<file path="src/rtl/dmem_arbiter.sv">
// dmem_arbiter: two-port arbiter/sequencer in front of an 8x16 data memory
// (memory writes on posedge, reads on negedge). Each granted access runs
// IDLE -> ACCESS -> RESP, giving one access per three cycles at best.
// Port 0 is the load/store stage, port 1 the debug/DMA loader.
// Build option: define DMEM_ARB_RR_EN for round-robin tie-breaking;
// otherwise port 0 always wins a tie.
module dmem_arbiter #(
  parameter int DW = 16,
  parameter int AW = 3
) (
  input  logic          clk,
  input  logic          rst_n,
  input  logic          p0_req,
  input  logic          p0_we,
  input  logic [AW-1:0] p0_addr,
  input  logic [DW-1:0] p0_wdata,
  output logic          p0_ack,
  output logic [DW-1:0] p0_rdata,
  input  logic          p1_req,
  input  logic          p1_we,
  input  logic [AW-1:0] p1_addr,
  input  logic [DW-1:0] p1_wdata,
  output logic          p1_ack,
  output logic [DW-1:0] p1_rdata,
  output logic [DW-1:0] mem_d,
  output logic [AW-1:0] mem_a,
  output logic          mem_wr,
  input  logic [DW-1:0] mem_m,
  output logic          busy
);

  typedef enum logic [1:0] {
    IDLE   = 2'd0,
    ACCESS = 2'd1,
    RESP   = 2'd2
  } state_t;

  state_t        state;
  state_t        state_nxt;
  logic          lat_we;
  logic          lat_port;
  logic [AW-1:0] lat_addr;
  logic [DW-1:0] lat_wdata;
  logic          last_grant;
  logic          grant_any;
  logic          grant_port;

  // Pick the winning port from the requests seen this cycle.
  always_comb begin
    grant_any  = p0_req | p1_req;
    grant_port = 1'b0;
    if (p0_req && p1_req) begin
`ifdef DMEM_ARB_RR_EN
      grant_port = ~last_grant;
`else
      grant_port = 1'b0;
`endif
    end else if (p1_req) begin
      grant_port = 1'b1;
    end
  end

`ifndef DMEM_ARB_RR_EN
  // Fixed priority still tracks the last grant but never consults it.
  logic unused_last_grant;
  assign unused_last_grant = last_grant;
`endif

  // State register; reset aborts any access in flight.
  always_ff @(posedge clk or negedge rst_n) begin
    if (!rst_n) state <= IDLE;
    else        state <= state_nxt;
  end

  // Next-state: fixed three-step sequence once a port is granted.
  always_comb begin
    state_nxt = state;
    case (state)
      IDLE:    if (grant_any) state_nxt = ACCESS;
      ACCESS:  state_nxt = RESP;
      RESP:    state_nxt = IDLE;
      default: state_nxt = IDLE;
    endcase
  end

  // Outputs decoded from state: write strobe only in ACCESS, ack only in RESP.
  always_comb begin
    mem_wr = 1'b0;
    p0_ack = 1'b0;
    p1_ack = 1'b0;
    busy   = (state != IDLE);
    case (state)
      ACCESS:  mem_wr = lat_we;
      RESP: begin
        p0_ack = ~lat_port;
        p1_ack = lat_port;
      end
      default: ;
    endcase
  end

  // Memory pins follow the latched request so they hold between accesses.
  assign mem_a = lat_addr;
  assign mem_d = lat_wdata;

  // Latch the granted request in IDLE; capture load data at the end of ACCESS.
  always_ff @(posedge clk or negedge rst_n) begin
    if (!rst_n) begin
      lat_addr   <= '0;
      lat_wdata  <= '0;
      lat_we     <= 1'b0;
      lat_port   <= 1'b0;
      last_grant <= 1'b1;
      p0_rdata   <= '0;
      p1_rdata   <= '0;
    end else begin
      if (state == IDLE && grant_any) begin
        lat_port   <= grant_port;
        last_grant <= grant_port;
        if (grant_port) begin
          lat_addr  <= p1_addr;
          lat_wdata <= p1_wdata;
          lat_we    <= p1_we;
        end else begin
          lat_addr  <= p0_addr;
          lat_wdata <= p0_wdata;
          lat_we    <= p0_we;
        end
      end
      if (state == ACCESS && !lat_we) begin
        if (lat_port) p1_rdata <= mem_m;
        else          p0_rdata <= mem_m;
      end
    end
  end

endmodule

</file>
<file path="config.mk">
export PLATFORM = sky130hd
export DESIGN_NAME = dmem_arbiter
export DESIGN_NICKNAME = d
export VERILOG_FILES = /design/src/rtl/dmem_arbiter.sv
export SDC_FILE = /design/constraint.sdc
export NUM_CORES = 1
export LEC_CHECK = 0
export CORE_AREA = 2 2 68 96
export CTS_CLUSTER_DIAMETER = 80
export DETAILED_ROUTE_END_ITERATION = 10
export DIE_AREA = 0 0 70 98
export PLACE_DENSITY = 0.82
export SLEW_MARGIN = 20
export SYNTH_ARGS = -nofsm -noshare
export SYNTH_HDL_FRONTEND = slang
export SYNTH_SLANG_ARGS = --single-unit
</file>
<file path="constraint.sdc">
create_clock -name clk -period 1.85 [get_ports clk]
set_input_delay 0.4625 -clock clk [delete_from_list [all_inputs] [get_ports clk]]
set_output_delay 0.4625 -clock clk [all_outputs]
set_load 0.01 [all_outputs]
</file>
# After elaboration in Yosys (flattened, before gate mapping)
# Cells that the tools add are included.
# word_totals
register_bits	55
wordCells	30
# classes
muxes	10
bitwise	2
reduce_logical	8
n_eq_ne	3
# op_table
op	n
$mux W16	1
$mux W1	6
$pmux W2 S2	1
$reduce_and A2 Y1	2
$logic_and A1 B1 Y1	3
$mux W3	1
$eq A2 B1 Y1 const B	1
$eq A2 B2 Y1 const B	1
$logic_not A2 Y1	1
$mux W2	1
$ne A2 B2 Y1 const B	1
$reduce_bool A2 Y1	1
$logic_not A1 Y1	1
$not A1 Y1	1
$or A1 B1 Y1	1

# Longest topological paths before layout
# Gate-level depths: netlist of the first run.
# logic_depth
word_depth	3
ltp_mapped	5
depth_no_buf	3

# Worst setup path after synthesis of the first run
# No wires, ideal clock.
# synth_timing
path_type	register -> register
from	register state[1]
to	register p0_rdata[10]
path_slack_ps	365
setup_time_ps	125
t_arrival_ps	1360
n_path_buf	1
stages_incl_launch_ff	5
t_required_ps	1725
cell_sequence	dfrtp_1 -> nor2b_4 -> nor3b_4 -> buf_8 -> mux2_2
# synth_via
elab_chain_cells	3
# synth_lines
element	line	text
from (decl)	38	state_t state;
from (signal assigned)	72	else state <= state_nxt;
$eq A2 B1 Y1	130	if (state == ACCESS && !lat_we) begin
$logic_and A1 B1 Y1	130	
$reduce_and A2 Y1 (no source line)	-	
to (signal assigned)	132	else p0_rdata <= mem_m;
to (decl)	18	output logic [DW-1:0] p0_rdata,
# No other way between the ends.
# A chain may end at the register's enable or synchronous reset.

# Worst setup path in the final report of the first run
# layout_timing
from	register state[0]
to	output mem_wr
# layout_via
elab_chain_cells	2
# layout_lines
element	line	text
$eq A2 B1 Y1	92	case (state)
$mux W1	92	
to (decl)	27	output logic mem_wr,
# No other way between the ends.

==> out/qor.yml, run 1 <==
status: "complete, no violations"
die_w_um: 70
fin_worst_skew_ns: 0.00820
rr_worst_depth: 6
std_cell_rows: 34
cts-root-buf: "clkbuf_8"
final_common_cell: "clkdlybuf4s50_1"
seq_area_frac_synth_pct: 58.8
hold_viol: 0
path_max_fanout: 4
finalPower_mw: 5.73
vias: 1620
finalWirelength_mm: 5.00
synth_compound_area_share_pct: 0.749
cts.path.max_buffers: 2
grt-ovfl-total: 0
fin_util_pct: 61.4
htreeDepth: 2
cts_buffers: 5
syn-cell-area_sq_um: 2340
met3_usage_pct: 3.82
routabilityCongestion: 0.783
cp_num_buf_inv: 1
setup_viol: 0
end_kind: "output pin"
worstSkewPairLatency_ns: 0.29
required_ns: 1.39
whs_ns: 0.154
port_buffers: 114
tightestPinTransition_ns: 0.406
period_share_pct: 95.9
slew_headroom_pct: 72.9
diodes: 0
synth_top_family_by_area: "multiplexers"
grt_max_degree: 56
synth_area_per_cell_sq_um: 16.0
area_growth_pct: 58.5
start_util_pct: 38.7
final_area_sq_um: 3710
synth_xor_area_share_pct: 0
rr_endpoint: "mem_d[14]"
nFillCells: 503
ys_ff_latch: 55
r2r-start: "state[0]"
path_delay_family: "flip-flops"
critPathSlowestCell: "dfrtp_1"
clock_sinks: 55
drt_iter0_drc: 51
top_usage_layer: "met2"
ant_nets: 0
die_area_sq_um: 6860
start_kind: "flop"
final_cell_mix: "109 x clkdlybuf4s50_1, 72 x mux2_2, 53 x dfrtp_1"
drive_above_1_share_pct: 35.9
drt_pass1_iterations: 2
die_h_um: 98
drv_slew: 0
powerDensity_nw_per_um2: 1540
synth_fa_ha_area_share_pct: 0
place_ws_ns: -0.160
rsz0062_at_grt: "false"
crit_type: "flop to output pin"
vdd_ir_drop_max_mv: 0.825
cts.hold.buffers_added: 0
grt_pass1_wl_mm: 8.32
fmax_mhz: 563
synthDistinctLibCells: 16
core_sq_um: 6040
fin_ws_ns: 0.0751
instances_no_fill: 342
clk_pin_slew_ns: 0.09
crit_chain: "nor2b_4, and2_2, dlygate4sd2_1"
dp.cells: 332
hpwl_mm: 3.67
crit_path_max_incr_delay_ns: 0.42
worstPathArrival_ns: 1.31
nNetsFinal: 329
track_usage_pct: 14.9
viasPerCell: 4.74
synth-simple-area-share_pct: 3.32
antenna_found_initial: 0
grt_pass1_vias: 1787
leakage_nw: 1.54
r2r_slack_ns: 0.25
synth-warning-count: 0
use_met1_pct: 17.2
syn_inst: 146
cap_violations: 0
cts_tree: "done"
drc: 0
min_period_ns: 1.77
routedWlPerCell_um: 14.6
hp-class: "input pin to asynchronous set/reset pin"
synthMuxAreaShare_pct: 34.7
use_met2_pct: 27.0
tns_ns: 0
io_pins: 115
syn_nets: 206
placed_area_sq_um: 3590
-- cell type report --
type,count,area (sq um),share of cell area (%)
flip-flops and latches,55,1380,37.2
multi-input cells,83,908,24.5
well taps,72,90.1,2.43
repair buffers,123,1230,33.1
clock buffers,8,100,2.70
inverters,1,3.75,0.101
-- synth_stat cells (all sizes together) --
library cell	n	area share (%)
nor3b	2	1.1
nor2	1	0.16
mux2	72	35
inv	1	0.16
a21oi	2	0.43
nor2b	1	0.59
o21a	1	0.32
dfrtp	55	59
and3b	2	0.86
and2	1	0.32
nand2b	1	0.27
buf	7	2.3
-- cells by family after synthesis --
family | Yosys count
AOI/OAI and AO/OA | 3
muxes | 72
DFF | 55
buffers and inverters | 8
and+or+nand+nor | 8
-- flip-flops by register name, summed over array words and instances, names as in the netlist --
register  flops
mem_d        16
p0_rdata     16
p1_rdata     16
mem_a         3
state         2
lat_port      1
lat_we        1
-- worst max-delay path by stage --
stage,from,endpoint,cells past startpoint
global route,state[0],mem_wr,3
global placement,p0_req,mem_a[2],5
finish,state[0],mem_wr,3
detailed placement,p0_req,mem_d[6],5
floorplan,state[1],p0_rdata[10],4
CTS,state[1],busy,3
-- power by group --
group	switching (mW)	internal, mW	leakage [nW]	total [mW]
Combinational	0.983	1.89	0.842	2.87
Clock	0.352	0.342	0.0515	0.694
Sequential	0.342	1.82	0.651	2.17
-- layer usage --
metal,share of wire (%),wire [um],vias to the layer above
li1,-,-,762
met1,39,1940,783
met5,0,0,-
met3,6.7,336,6
met2,53,2670,69
met4,1.3,63,0
-- timing repair --
| action | 4_1_cts | 5_1_grt |
|---|---|---|
| endpoints found under the setup margin | 4 | 2 |
| resized for setup | 5 | 2 |
| pin swaps | 1 | 1 |
| setup buffers | 1 | 1 |
| endpoints found under the hold margin | 0 | 0 |
No activity file was read; power rests on OpenSTA's default activity.
==> inputs of run 2 (changes only) <==
==> constraint.sdc (replaced) <==
create_clock -name clk -period 1.99 [get_ports clk]
set_input_delay 0.4975 -clock clk [delete_from_list [all_inputs] [get_ports clk]]
set_output_delay 0.4975 -clock clk [all_outputs]
set_load 0.01 [all_outputs]
==> out/qor.yml, run 2 (same netlist as run 1, synthesis figures left out) <==
status: "complete, no violations"
hpwl_mm: 3.76  # +2.3%
crit_type: "flop to output pin"
cts_tree: "done"
leakage_nw: 1.55  # +0.29%
use_met1_pct: 16.2  # -1.0 points
period_share_pct: 92.1
area_growth_pct: 58.2
rsz0062_at_grt: "false"
hp-class: "input pin to asynchronous set/reset pin"
worstSkewPairLatency_ns: 0.30  # about the same
std_cell_rows: 34  # unchanged
htreeDepth: 2  # unchanged
finalPower_mw: 5.31  # -7.2%
post_cts.repair.setup_buffers: 0  # -1
io_pins: 115  # unchanged
met3_usage_pct: 4.54  # +0.72 points
die_h_um: 98  # unchanged
final_area_sq_um: 3700  # -0.17%
drv_slew: 0  # unchanged
antenna_found_initial: 0  # unchanged
end_kind: "output pin"
placed_area_sq_um: 3590  # unchanged
r2r-start: "state[0]"
drive_above_1_share_pct: 35.4  # -0.48 points
slew_headroom_pct: 72.8  # -0.14 points
grt_pass1_vias: 1742  # -2.5%
routedWlPerCell_um: 15.0  # +2.3%
dp.cells: 332  # unchanged
port_buffers: 114  # unchanged
crit_start: "state[0]"
required_ns: 1.49  # +0.10 ns
vdd_ir_drop_max_mv: 0.765  # -7.2%
cap_violations: 0  # unchanged
top_usage_layer: "met2"
drt_pass1_iterations: 2  # unchanged
cts-root-buf: "clkbuf_8"
place_ws_ns: -0.0701  # +0.0904 ns
final_cell_mix: "109 x clkdlybuf4s50_1, 72 x mux2_2, 53 x dfrtp_1"
start_util_pct: 38.7  # unchanged
grt-ovfl-total: 0  # unchanged
ant_nets: 0  # unchanged
cts.path.max_buffers: 2  # unchanged
tightestPinTransition_ns: 0.408  # +0.00214 ns
powerDensity_nw_per_um2: 1440  # -7.1%
routabilityCongestion: 0.780  # -0.34%
final_common_cell: "clkdlybuf4s50_1"
finalWirelength_mm: 5.09  # +1.7%
die_w_um: 70  # unchanged
use_met2_pct: 28.4  # +1.4 points
nNetsFinal: 327  # -0.61%
diodes: 0  # unchanged
grt_max_degree: 56  # unchanged
fin_util_pct: 61.3  # -0.10 points
fmax_mhz: 546
clk_pin_slew_ns: 0.09  # about the same
grt_pass1_wl_mm: 8.25  # -0.91%
vias: 1630  # +0.62%
path_max_fanout: 4  # unchanged
viasPerCell: 4.79  # +1.2%
start_kind: "flop"
clock_sinks: 55  # unchanged
drt_iter0_drc: 40  # -22%
cts_buffers: 5  # unchanged
setup_viol: 0  # unchanged
instances_no_fill: 340  # -0.58%
core_sq_um: 6040  # unchanged
fin_ws_ns: 0.158  # +0.0828 ns
worstPathArrival_ns: 1.33  # +0.02 ns
min_period_ns: 1.83
drc: 0  # unchanged
track_usage_pct: 15.1  # +0.22 points
die_area_sq_um: 6860  # unchanged
hold_viol: 0  # unchanged
fin_worst_skew_ns: 0.00669  # -0.00152 ns
run 2: layout make-up:
type	instances	area, sq um
multi-input cells	83	913
flip-flops and latches	55	1380
fillers	520	2340
repair buffers	121	1220
well taps	72	90.1
inverters	1	3.75
clock buffers	8	100
run 2: worst max-delay path, cell delays in order, from the launching register on:
cell           delay (ns)
dfrtp_1              0.43
nor2b_4              0.16
and2_2               0.18
dlygate4sd2_1        0.28
run 2: worst paths after layout:
check | cells past startpoint | slack [ns] | endpoint
max | 3 | 0.16 | mem_wr
min | 2 | 0.18 | mem_a[1]
max reg2reg | 3 | 0.41 | p1_rdata[3]
min reg2reg | 1 | 0.51 | p1_rdata[4]
max in group asynchronous | 2 | 1.53 | state[1]
min in group clk | 1 | 0.51 | p1_rdata[4]
run 2: where the power goes:
part	switching [mW]	leakage [nW]	internal, mW
Sequential	0.329	0.651	1.70
Combinational	0.910	0.846	1.73
Clock	0.327	0.0515	0.318
Total	1.57	1.55	3.75
run 2: metrics by stage:
step | setup TNS (ns) | hold WS (ns)
floorplan | 0 | 0.202
global placement | -0.217 | 0.487
detailed placement | -0.641 | 0.494
CTS | 0 | 0.190
global route | 0 | 0.189
finish | 0 | 0.176
run 2: repair_timing:
item,4_1_cts,5_1_grt
hold buffers,0,0
endpoints found under the setup margin,4,2
pin swaps,0,0
gates resized for setup,4,4
run 2: layer usage:
metal,share of wire [%],wire [um]
met1,36,1850
met2,56,2820
met3,7.4,375
met4,0.81,41
met5,0,0
